`src/rtl/mul_arbiter.sv`:
```
// Two-port round-robin arbiter and sequencer for the shared 64x64 signed multiplier.
// Latches the winner's operands, runs the start/done/clear handshake and returns the product with a watchdog abort.
module mul_arbiter #(
  parameter int unsigned TIMEOUT = 127
) (
  input  logic         clk,
  input  logic         reset_n,
  input  logic         req0,
  input  logic         req1,
  input  logic [63:0]  a0,
  input  logic [63:0]  b0,
  input  logic [63:0]  a1,
  input  logic [63:0]  b1,
  output logic         gnt0,
  output logic         gnt1,
  output logic         resp_valid0,
  output logic         resp_valid1,
  output logic [127:0] resp_data,
  output logic         resp_err,
  output logic         busy,
  output logic [63:0]  m_multiplier,
  output logic [63:0]  m_multiplicand,
  output logic         m_op_start,
  output logic         m_op_clear,
  input  logic         m_op_done,
  input  logic [127:0] m_result
);

  localparam int unsigned DW  = 64;
  localparam int unsigned PW  = 128;
  localparam int unsigned WDW = 8;

  typedef enum logic [1:0] {IDLE, START, RUN, CLR} state_t;

  state_t         state_q, state_d;
  logic           owner_q, owner_d;
  logic           last_q, last_d;
  logic [WDW-1:0] wd_q, wd_d;
  logic [DW-1:0]  opa_d, opb_d;
  logic [PW-1:0]  data_d;
  logic           err_d;
  logic           gnt0_d, gnt1_d, rv0_d, rv1_d, start_d, clear_d, busy_d;
  logic           win_c;

  // Contended requests go to the port that did not win last; otherwise to the sole requester.
  assign win_c = (req0 && req1) ? ~last_q : req1;

  // Next-state and next-output decode; outputs are registered from the next state.
  always_comb begin
    state_d = state_q;
    owner_d = owner_q;
    last_d  = last_q;
    wd_d    = wd_q;
    opa_d   = m_multiplier;
    opb_d   = m_multiplicand;
    data_d  = resp_data;
    err_d   = resp_err;
    gnt0_d  = 1'b0;
    gnt1_d  = 1'b0;
    rv0_d   = 1'b0;
    rv1_d   = 1'b0;
    start_d = 1'b0;
    clear_d = 1'b0;
    case (state_q)
      IDLE: begin
        if (req0 || req1) begin
          owner_d = win_c;
          last_d  = win_c;
          opa_d   = win_c ? a1 : a0;
          opb_d   = win_c ? b1 : b0;
          gnt0_d  = ~win_c;
          gnt1_d  = win_c;
          start_d = 1'b1;
          state_d = START;
        end
      end
      START: begin
        wd_d    = '0;
        state_d = RUN;
      end
      RUN: begin
        // Completion takes priority over a simultaneous watchdog expiry.
        if (m_op_done) begin
          data_d  = m_result;
          err_d   = 1'b0;
          rv0_d   = ~owner_q;
          rv1_d   = owner_q;
          clear_d = 1'b1;
          state_d = CLR;
        end else if (wd_q == WDW'(TIMEOUT)) begin
          data_d  = '0;
          err_d   = 1'b1;
          rv0_d   = ~owner_q;
          rv1_d   = owner_q;
          clear_d = 1'b1;
          state_d = CLR;
        end else begin
          wd_d = wd_q + WDW'(1);
        end
      end
      CLR: begin
        state_d = IDLE;
      end
      default: begin
        state_d = IDLE;
      end
    endcase
    busy_d = (state_d != IDLE);
  end

  // State and output registers.
  always_ff @(posedge clk or negedge reset_n) begin
    if (!reset_n) begin
      state_q        <= IDLE;
      owner_q        <= 1'b0;
      last_q         <= 1'b1;
      wd_q           <= '0;
      m_multiplier   <= '0;
      m_multiplicand <= '0;
      resp_data      <= '0;
      resp_err       <= 1'b0;
      gnt0           <= 1'b0;
      gnt1           <= 1'b0;
      resp_valid0    <= 1'b0;
      resp_valid1    <= 1'b0;
      m_op_start     <= 1'b0;
      m_op_clear     <= 1'b0;
      busy           <= 1'b0;
    end else begin
      state_q        <= state_d;
      owner_q        <= owner_d;
      last_q         <= last_d;
      wd_q           <= wd_d;
      m_multiplier   <= opa_d;
      m_multiplicand <= opb_d;
      resp_data      <= data_d;
      resp_err       <= err_d;
      gnt0           <= gnt0_d;
      gnt1           <= gnt1_d;
      resp_valid0    <= rv0_d;
      resp_valid1    <= rv1_d;
      m_op_start     <= start_d;
      m_op_clear     <= clear_d;
      busy           <= busy_d;
    end
  end

endmodule

```
`config.mk`:
```
export PLATFORM = sky130hd
export DESIGN_NAME = mul_arbiter
export DESIGN_NICKNAME = d
export VERILOG_FILES = /design/src/rtl/mul_arbiter.sv
export SDC_FILE = /design/constraint.sdc
export NUM_CORES = 1
export LEC_CHECK = 0
export ABC_AREA = 1
export BUFFER_PORTS_ARGS = -buffer_cell sky130_fd_sc_hd__buf_4
export CAP_MARGIN = 20
export CORE_AREA = 2 2 257 259
export CTS_CLUSTER_DIAMETER = 80
export DETAILED_ROUTE_END_ITERATION = 16
export DIE_AREA = 0 0 259 261
export PLACE_DENSITY = 0.36
export SYNTH_ARGS = -nofsm -noshare
export SYNTH_HDL_FRONTEND = slang
export SYNTH_SLANG_ARGS = --single-unit
```
`constraint.sdc`:
```
create_clock -name clk -period 3.05 [get_ports clk]
set_clock_uncertainty 0.05 [all_clocks]
set_input_delay 0 -clock clk [delete_from_list [all_inputs] [get_ports clk]]
set_output_delay 0 -clock clk [all_outputs]
set_load 0.05 [all_outputs]
```
# Yosys cells after proc, flatten, opt, wreduce, memory -nomap -nowiden
# Cells that the tools add are included.
# Widths: inputs -> output; s select.
# totals
reg_bits,276
elab_cells,63
output_inout_bits,264
in_bits,389
# op_classes
n_reduce_logical,9
bitwise_logic,3
mux,29
addsub,1
n_eq_ne,6
# ops
op,n
$mux 128,2
$mux 64,2
$mux 1,18
$mux 8,2
$pmux 8 s2,1
$add 8x1->8 const B,1
$eq 8x7->1 const B,1
$pmux 2 s4,1
$mux 2,3
$reduce_bool 2->1,3
$eq 2x2->1 const B,2
$ne 2x2->1 const B,2
$reduce_and 2->1,2
$not 1->1,3
$reduce_and 3->1,1
$eq 2x1->1 const B,1
$logic_not 2->1,1
$logic_and 1x1->1,1
$logic_or 1x1->1,1

# Depth between registers and ports, before layout
# Gate-level depths: netlist of run 1.
# depth
depth_word,5
mapped_depth,11
mapped_depth_nobuf,9

# Worst setup path before layout of run 1
# Ideal clock, no wire load.
# synth_path
path_type,register to register
startpoint,register state_q[0]
endpoint,register resp_data[0]
setup_time_ns,0.119
stages_incl_launch_ff,12
arrival_time_ns,1.440
t_required_ns,2.881
path_slack_ns,1.441
n_path_buf,2
path_cell_list,dfrtp_1 inv_1 ha_1 nand2_1 nor2_2 nand2_2 nand2_4 inv_2 buf_6 buf_6 nand2_1 nand2_1
# synth_between
elab_chain_len,2
# synth_rtl
element,line,source
start: declaration,35,"state_t state_q, state_d;"
start signal: assignment,130,state_q <= state_d;
$eq 2x2->1,64,case (state_q)
$reduce_and 2->1 (no source line),-,
end signal: assignment,136,resp_data <= data_d;
end: declaration,18,"output logic [127:0] resp_data,"
# No other way between the ends.
# A chain may end at the register's enable or synchronous reset.

# Worst setup path after layout of run 1
# layout_path
startpoint,register state_q[0]
endpoint,register m_multiplier[48]
# layout_between
elab_chain_len,2
# layout_rtl
element,line,source
$logic_not 2->1,64,
$reduce_and 2->1 (no source line),-,
end signal: assignment,134,m_multiplier <= opa_d;
end: declaration,21,"output logic [63:0] m_multiplier,"
# No other way between the ends.

==> results.toml, run 1 <==
[synthesis]
synth_area_um2 = 11300
syn_avg_cell_area_um2 = 8.42
yosys_warnings = 0
synth_nets = 1735
synth_cells = 1342
synth_seq_cells = 276
seq_area_frac_synth_pct = 61.1
yosysUniqueCellTypes = 22

[layout]
design_area_um2 = 22300
nets = 2766
area_delta_synth_final_pct = 97.2
drive_above_1_share_pct = 30.7
nFillCells = 6875
final_cells = 3265

[placed_design]
port_buffers = 652
place_area_um2 = 17200
place.gp.congestion = 0.816
dp_cells = 2806
post-dp-hpwl_um = 40700

[global_route]
use_met2_pct = 27.3
grt_pass1_vias = 13600
grt_util_met3_pct = 6.37
antenna_found_initial = 8
grt_pass1_wl_um = 83300
grt_max_degree = 94
grt_usage_pct = 16.1
gr-total-overflow = 0
busiest_layer = "met2"
use_met1_pct = 18.8

[critical_path]
worstSetupEndpointType = "flip-flop"
path_max_fanout = 71
start_kind = "flip-flop"
criticalPathCategory = "reg -> reg"
crit_family = "buffers and inverters"
worstPathCellList = "inv_1, ha_1, o21ai_4, buf_4, nand2_1, nand3_1, dlygate4sd3_1"
slowest_delay_ns = 0.76
cp_num_buf_inv = 3
worstPathArrival_ns = 3.10
crit_slowest_cell = "buf_4"
crit_required_ns = 3.48

[routing]
antenna_left = 0
drtIter0Drc = 618
drc = 0
drt_pass1_iterations = 6
routed_wl_um = 56300
vias_per_cell = 3.96
wl_per_cell_um = 17.2
vias = 12900

[job]
maxCapViolCount = 0

[clock_tree]
clockBufferDepth = 3
cts.sinks = 276
cts_buffers = 40
clk_pin_slew_ns = 0.06
htree_levels = 2
worst_skew_pair.late_latency_ns = 0.54
cts_hold_buffers = 389
cts.repair.resized = 0
postCtsSetupRepairBufs = 0
tritoncts = "built"
ctsRootBufferMaster = "clkbuf_16"

[timing]
final-hold-violation-count = 0
drv_slew = 0
slew_headroom_pct = 41.3
rsz0062_at_grt = "no"
min_period_ns = 2.67
finalSetupViolCount = 0
worstMarginPinSlew_ns = 0.881
fmax_mhz = 374
tns_ns = 0
finalCritPeriodShare_pct = 87.5
hold-worst-slack_ns = 0.0572

[power_and_ir_drop]
power_density_nw_per_um2 = 1160
irDropWorstVdd_v = 0.000480
leakagePower_nw = 11.4

[floorplanning]
fp.dieArea_um2 = 67600
start_util_pct = 17.4
rows = 94
io-pin-count = 653
fp.dieH_um = 261
die_w_um = 259
fp.coreArea_um2 = 65000

[min_path]
hold_path.class = "in -> async"

[outcome]
outcome = "complete, no violations"
[flip-flops by register name (all words and copies together) (netlist names)]
| signal | cells |
|---|---|
| resp_data | 128 |
| m_multiplicand | 64 |
| m_multiplier | 64 |
| wd_q | 8 |
| state_q | 2 |
| busy | 1 |
| gnt0 | 1 |
| gnt1 | 1 |
| last_q | 1 |
| m_op_clear | 1 |
| m_op_start | 1 |
| owner_q | 1 |
| resp_err | 1 |
| resp_valid0 | 1 |
| resp_valid1 | 1 |
[metrics by stage]
stage	utilization [%]	setup WS, ns	total power (W)
3_5_place_dp	26.4	0.875	0.0197
2_1_floorplan	-	1.44	0.0148
4_1_cts	34.2	0.340	0.0262
6_report	34.3	0.380	0.0258
3_3_place_gp	26.4	0.879	0.0197
5_1_grt	34.3	0.126	0.0274
[cell type report]
class	instances	area (µm²)	share of cell area, %
inverters	18	71.3	0.320
well taps	864	1080	4.85
diodes	3	7.51	0.0337
repair buffers	1060	9050	40.6
multi-input cells	977	3940	17.7
clock buffers	60	1170	5.24
clock inverters	7	52.6	0.236
flip-flops and latches	276	6910	31.0
[worst paths after layout]
| kind | cells after the start | start | slack, ns | endpoint |
|---|---|---|---|---|
| hold / removal | 2 | reset_n | 0.06 | resp_data[9] |
| setup reg to reg | 7 | state_q[0] | 0.38 | m_multiplier[48] |
| hold reg to reg | 1 | owner_q | 0.37 | resp_valid0 |
| max in group asynchronous | 3 | reset_n | 1.98 | resp_data[60] |
| setup / recovery | 7 | state_q[0] | 0.38 | m_multiplier[48] |
| min in group clk | 4 | m_result[0] | 0.15 | resp_data[0] |
[routing by layer]
metal  vias up  wire [µm]  share of wire (%)
met2       493      26900                 48
met4        10       1410                2.5
met3        85       5480                9.7
met1      6102      22400                 40
li1       6229          -                  -
met5         -         65               0.12
[logic make-up (layout without fill, tap and decap cells)]
group / count (synthesis) / in the layout / share of synthesized area (%)
fa+ha+maj: 4 / 4 / 0.443
compound gates: 10 / 10 / 0.465
other cells: 0 / 3 / 0
simple gates: 963 / 963 / 33.7
buf+inv: 89 / 1145 / 4.22
flops: 276 / 276 / 61.1
[synth_stat cells (all sizes together)]
cell type    n  area [µm²]
nor2        14        55.1
inv         18        67.6
nand2      811        3050
clkbuf      12        45.0
ha           4        50.1
or2          1        6.26
dfrtp      275        6880
nand3      135         681
buf         59         364
o21ai        6        30.0
dfstp        1        26.3
o21bai       1        7.51
a21oi        3        15.0
nand4        1        6.26
nand3b       1        7.51
[worst register-to-register path, delay by kind of cell (launching register included)]
| family | cells | cell delay (ns) |
|---|---|---|
| buffers and inverters | 3 | 1.41 |
| flip-flops | 1 | 0.35 |
| AND/OR/NAND/NOR | 2 | 0.32 |
| AO/OA/AOI/OAI | 1 | 0.25 |
| adder cells (fa/ha/maj) | 1 | 0.24 |
[cells in the final DEF (no fill, tap or decap), types with 2 or more instances in the layout]
| cell type | netlist | layout |
|---|---|---|
| diode_2 | 0 | 3 |
| clkbuf_16 | 0 | 41 |
| ha_1 | 4 | 4 |
| nor2_1 | 13 | 12 |
| o21ai_0 | 5 | 5 |
| buf_4 | 0 | 661 |
| a21oi_1 | 3 | 2 |
| dlygate4sd3_1 | 0 | 389 |
| clkinv_2 | 0 | 3 |
| clkbuf_1 | 12 | 12 |
| clkbuf_8 | 0 | 7 |
| inv_6 | 0 | 2 |
| nand3_1 | 134 | 134 |
| dfrtp_1 | 275 | 275 |
| nand2_1 | 809 | 809 |
| inv_1 | 17 | 16 |
| buf_12 | 0 | 9 |
| clkinv_4 | 0 | 2 |
[power by group]
| part | total, W | internal, W | switching [W] |
|---|---|---|---|
| Combinational | 0.0150 | 0.00521 | 0.00979 |
| Clock | 0.00440 | 0.00263 | 0.00176 |
| Sequential | 0.00640 | 0.00540 | 0.00100 |
Note: power is estimated with default switching activity, not from simulation.
==> run 2, diff against run 1 <==
CELL_PAD_IN_SITES_DETAIL_PLACEMENT = 1   (was not set)
CELL_PAD_IN_SITES_GLOBAL_PLACEMENT = 2   (was not set)
PLACE_DENSITY = 0.6   (was 0.36)
==> results.toml, run 2 (same netlist as run 1, synthesis figures left out) <==
[timing]
finalSetupViolCount = 0
rsz0062_at_grt = "no"
drv_slew = 0
hold-worst-slack_ns = -0.00410
final-hold-violation-count = 1
slew_headroom_pct = 43.1
min_period_ns = 2.71
tns_ns = 0
worstMarginPinSlew_ns = 0.854
fmax_mhz = 369
finalCritPeriodShare_pct = 88.8

[job]
maxCapViolCount = 0

[power_and_ir_drop]
switching_share_pct = 48.3
leakagePower_nw = 11.5
power_frac_seq_pct = 24.6
power_density_nw_per_um2 = 1170
p_int_w = 0.0135
p_clk_share_pct = 17.9
p_total_w = 0.0262
irDropWorstVdd_v = 0.000515
net-switching-power_w = 0.0126
combPwrFrac_pct = 57.5

[global_route]
grt_max_degree = 131
grt_usage_pct = 16.2
busiest_layer = "met2"
use_met1_pct = 18.7
use_met2_pct = 27.7
grt_pass1_wl_um = 85200
antenna_found_initial = 3
grt_pass1_vias = 14300
gr-total-overflow = 0
grt_util_met3_pct = 6.16

[clock_tree]
worst_skew_pair.late_latency_ns = 0.54
htree_levels = 2
cts.sinks = 276
postCtsSetupRepairBufs = 0
clk_pin_slew_ns = 0.06
tritoncts = "built"
ctsRootBufferMaster = "clkbuf_16"
clockBufferDepth = 3
cts_buffers = 40

[outcome]
outcome = "complete, but fails checks"
violations = "negative hold slack"

[layout]
final_cells = 3267
final_cell_mix = "nand2_1 (809), buf_4 (659), dlygate4sd3_1 (389), dfrtp_1 (275), nand3_1 (134)"
largest_reg_flops = 128
largest-register = "resp_data"
area_delta_synth_final_pct = 98.6
biggestRegsByFlops = "resp_data x128, m_multiplicand x64, m_multiplier x64"
nets = 2768
drive_above_1_share_pct = 31.1
antenna_cells = 0
utilization_pct = 34.5
final_common_cell = "nand2_1"
design_area_um2 = 22400

[routing]
vias = 13100
vias_per_cell = 4.00
drc = 0
antenna_left = 0
wl_per_cell_um = 17.4
routed_wl_um = 57000
drtIter0Drc = 497
drt_pass1_iterations = 5

[floorplanning]
rows = 94
fp.coreArea_um2 = 65000
fp.dieArea_um2 = 67600
fp.dieH_um = 261
start_util_pct = 17.4
io-pin-count = 653
die_w_um = 259

[critical_path]
path_max_fanout = 90
r2r-start = "state_q[0]"
start_kind = "flip-flop"
critPathLaunch = "state_q[0]"
worstSetupEndpointType = "flip-flop"
crit_required_ns = 3.47
worstPathArrival_ns = 3.13
criticalPathCategory = "reg -> reg"

[placed_design]
post-dp-hpwl_um = 39600
dp_cells = 2808
place_area_um2 = 17200
place.gp.congestion = 0.786
port_buffers = 652

[min_path]
hold_path.class = "in -> reg"
hold_start = "req0"
-- run 2: cell types whose count changed in the layout (fill, tap and decap cells not counted), moves of 2 or more --
cell / delta
buf_12: +4
buf_4: -2
clkbuf_1: -6
clkbuf_8: +5
clkinv_2: +3
clkinv_4: -2
diode_2: -3
inv_6: +3
-- run 2: power by group through the flow --
| stage | Clock [W] | Combinational (W) | Sequential [W] |
|---|---|---|---|
| final | 0.00468 | 0.0150 | 0.00644 |
| after global routing | 0.00501 | 0.0160 | 0.00666 |
| after CTS | 0.00486 | 0.0151 | 0.00645 |
| after detailed placement | 0 | 0.0133 | 0.00645 |
| after global placement | 0 | 0.0131 | 0.00644 |
| after floorplan | 0 | 0.00276 | 0.0121 |
-- run 2: final cells by class --
cell class,instances,area (µm²)
Fill cell,7617,42600
Sequential cell,276,6910
Multi-Input combinational cell,977,3940
Inverter,18,70.1
Tap cell,864,1080
Timing Repair Buffer,1062,9120
Clock buffer,59,1210
Clock inverter,11,105
-- run 2: final timing paths --
kind | to | slack (ns) | depth (start not counted)
min reg2reg | resp_valid0 | 0.37 | 1
max | m_multiplier[61] | 0.34 | 9
min in group asynchronous | resp_data[88] | 0.01 | 2
min | last_q | -0.004 | 5
max in group asynchronous | m_multiplicand[33] | 2.00 | 3
max reg2reg | m_multiplier[61] | 0.34 | 9
-- run 2: through the flow --
step                hold WS [ns]  setup slack [ns]
floorplan                 -0.346              1.44
global placement          0.0739             0.717
detailed placement        0.0674             0.634
CTS                     0.000981             0.302
global route              0.0222             0.110
finish                  -0.00410             0.341
-- run 2: what timing repair did --
item | CTS | global route
hold endpoints to repair | 348 | 0
hold buffers | 389 | 0
resized for setup | 0 | 0
-- run 2: worst max-delay path: stages (launching register included) --
cell and delay [ns]:
dfrtp_1 0.38, inv_1 0.10, ha_1 0.23, o21ai_4 0.10
a21oi_4 0.15, buf_12 0.32, nand2_1 0.10, dlygate4sd3_1 0.58
nand3_1 0.06, dlygate4sd3_1 0.55
-- run 2: routing by layer --
| metal | wire [µm] | vias up | share of wire (%) |
|---|---|---|---|
| li1 | - | 6220 | - |
| met4 | 1700 | 6 | 3.0 |
| met3 | 5160 | 86 | 9.1 |
| met5 | 44 | - | 0.077 |
| met1 | 22600 | 6250 | 40 |
| met2 | 27500 | 497 | 48 |
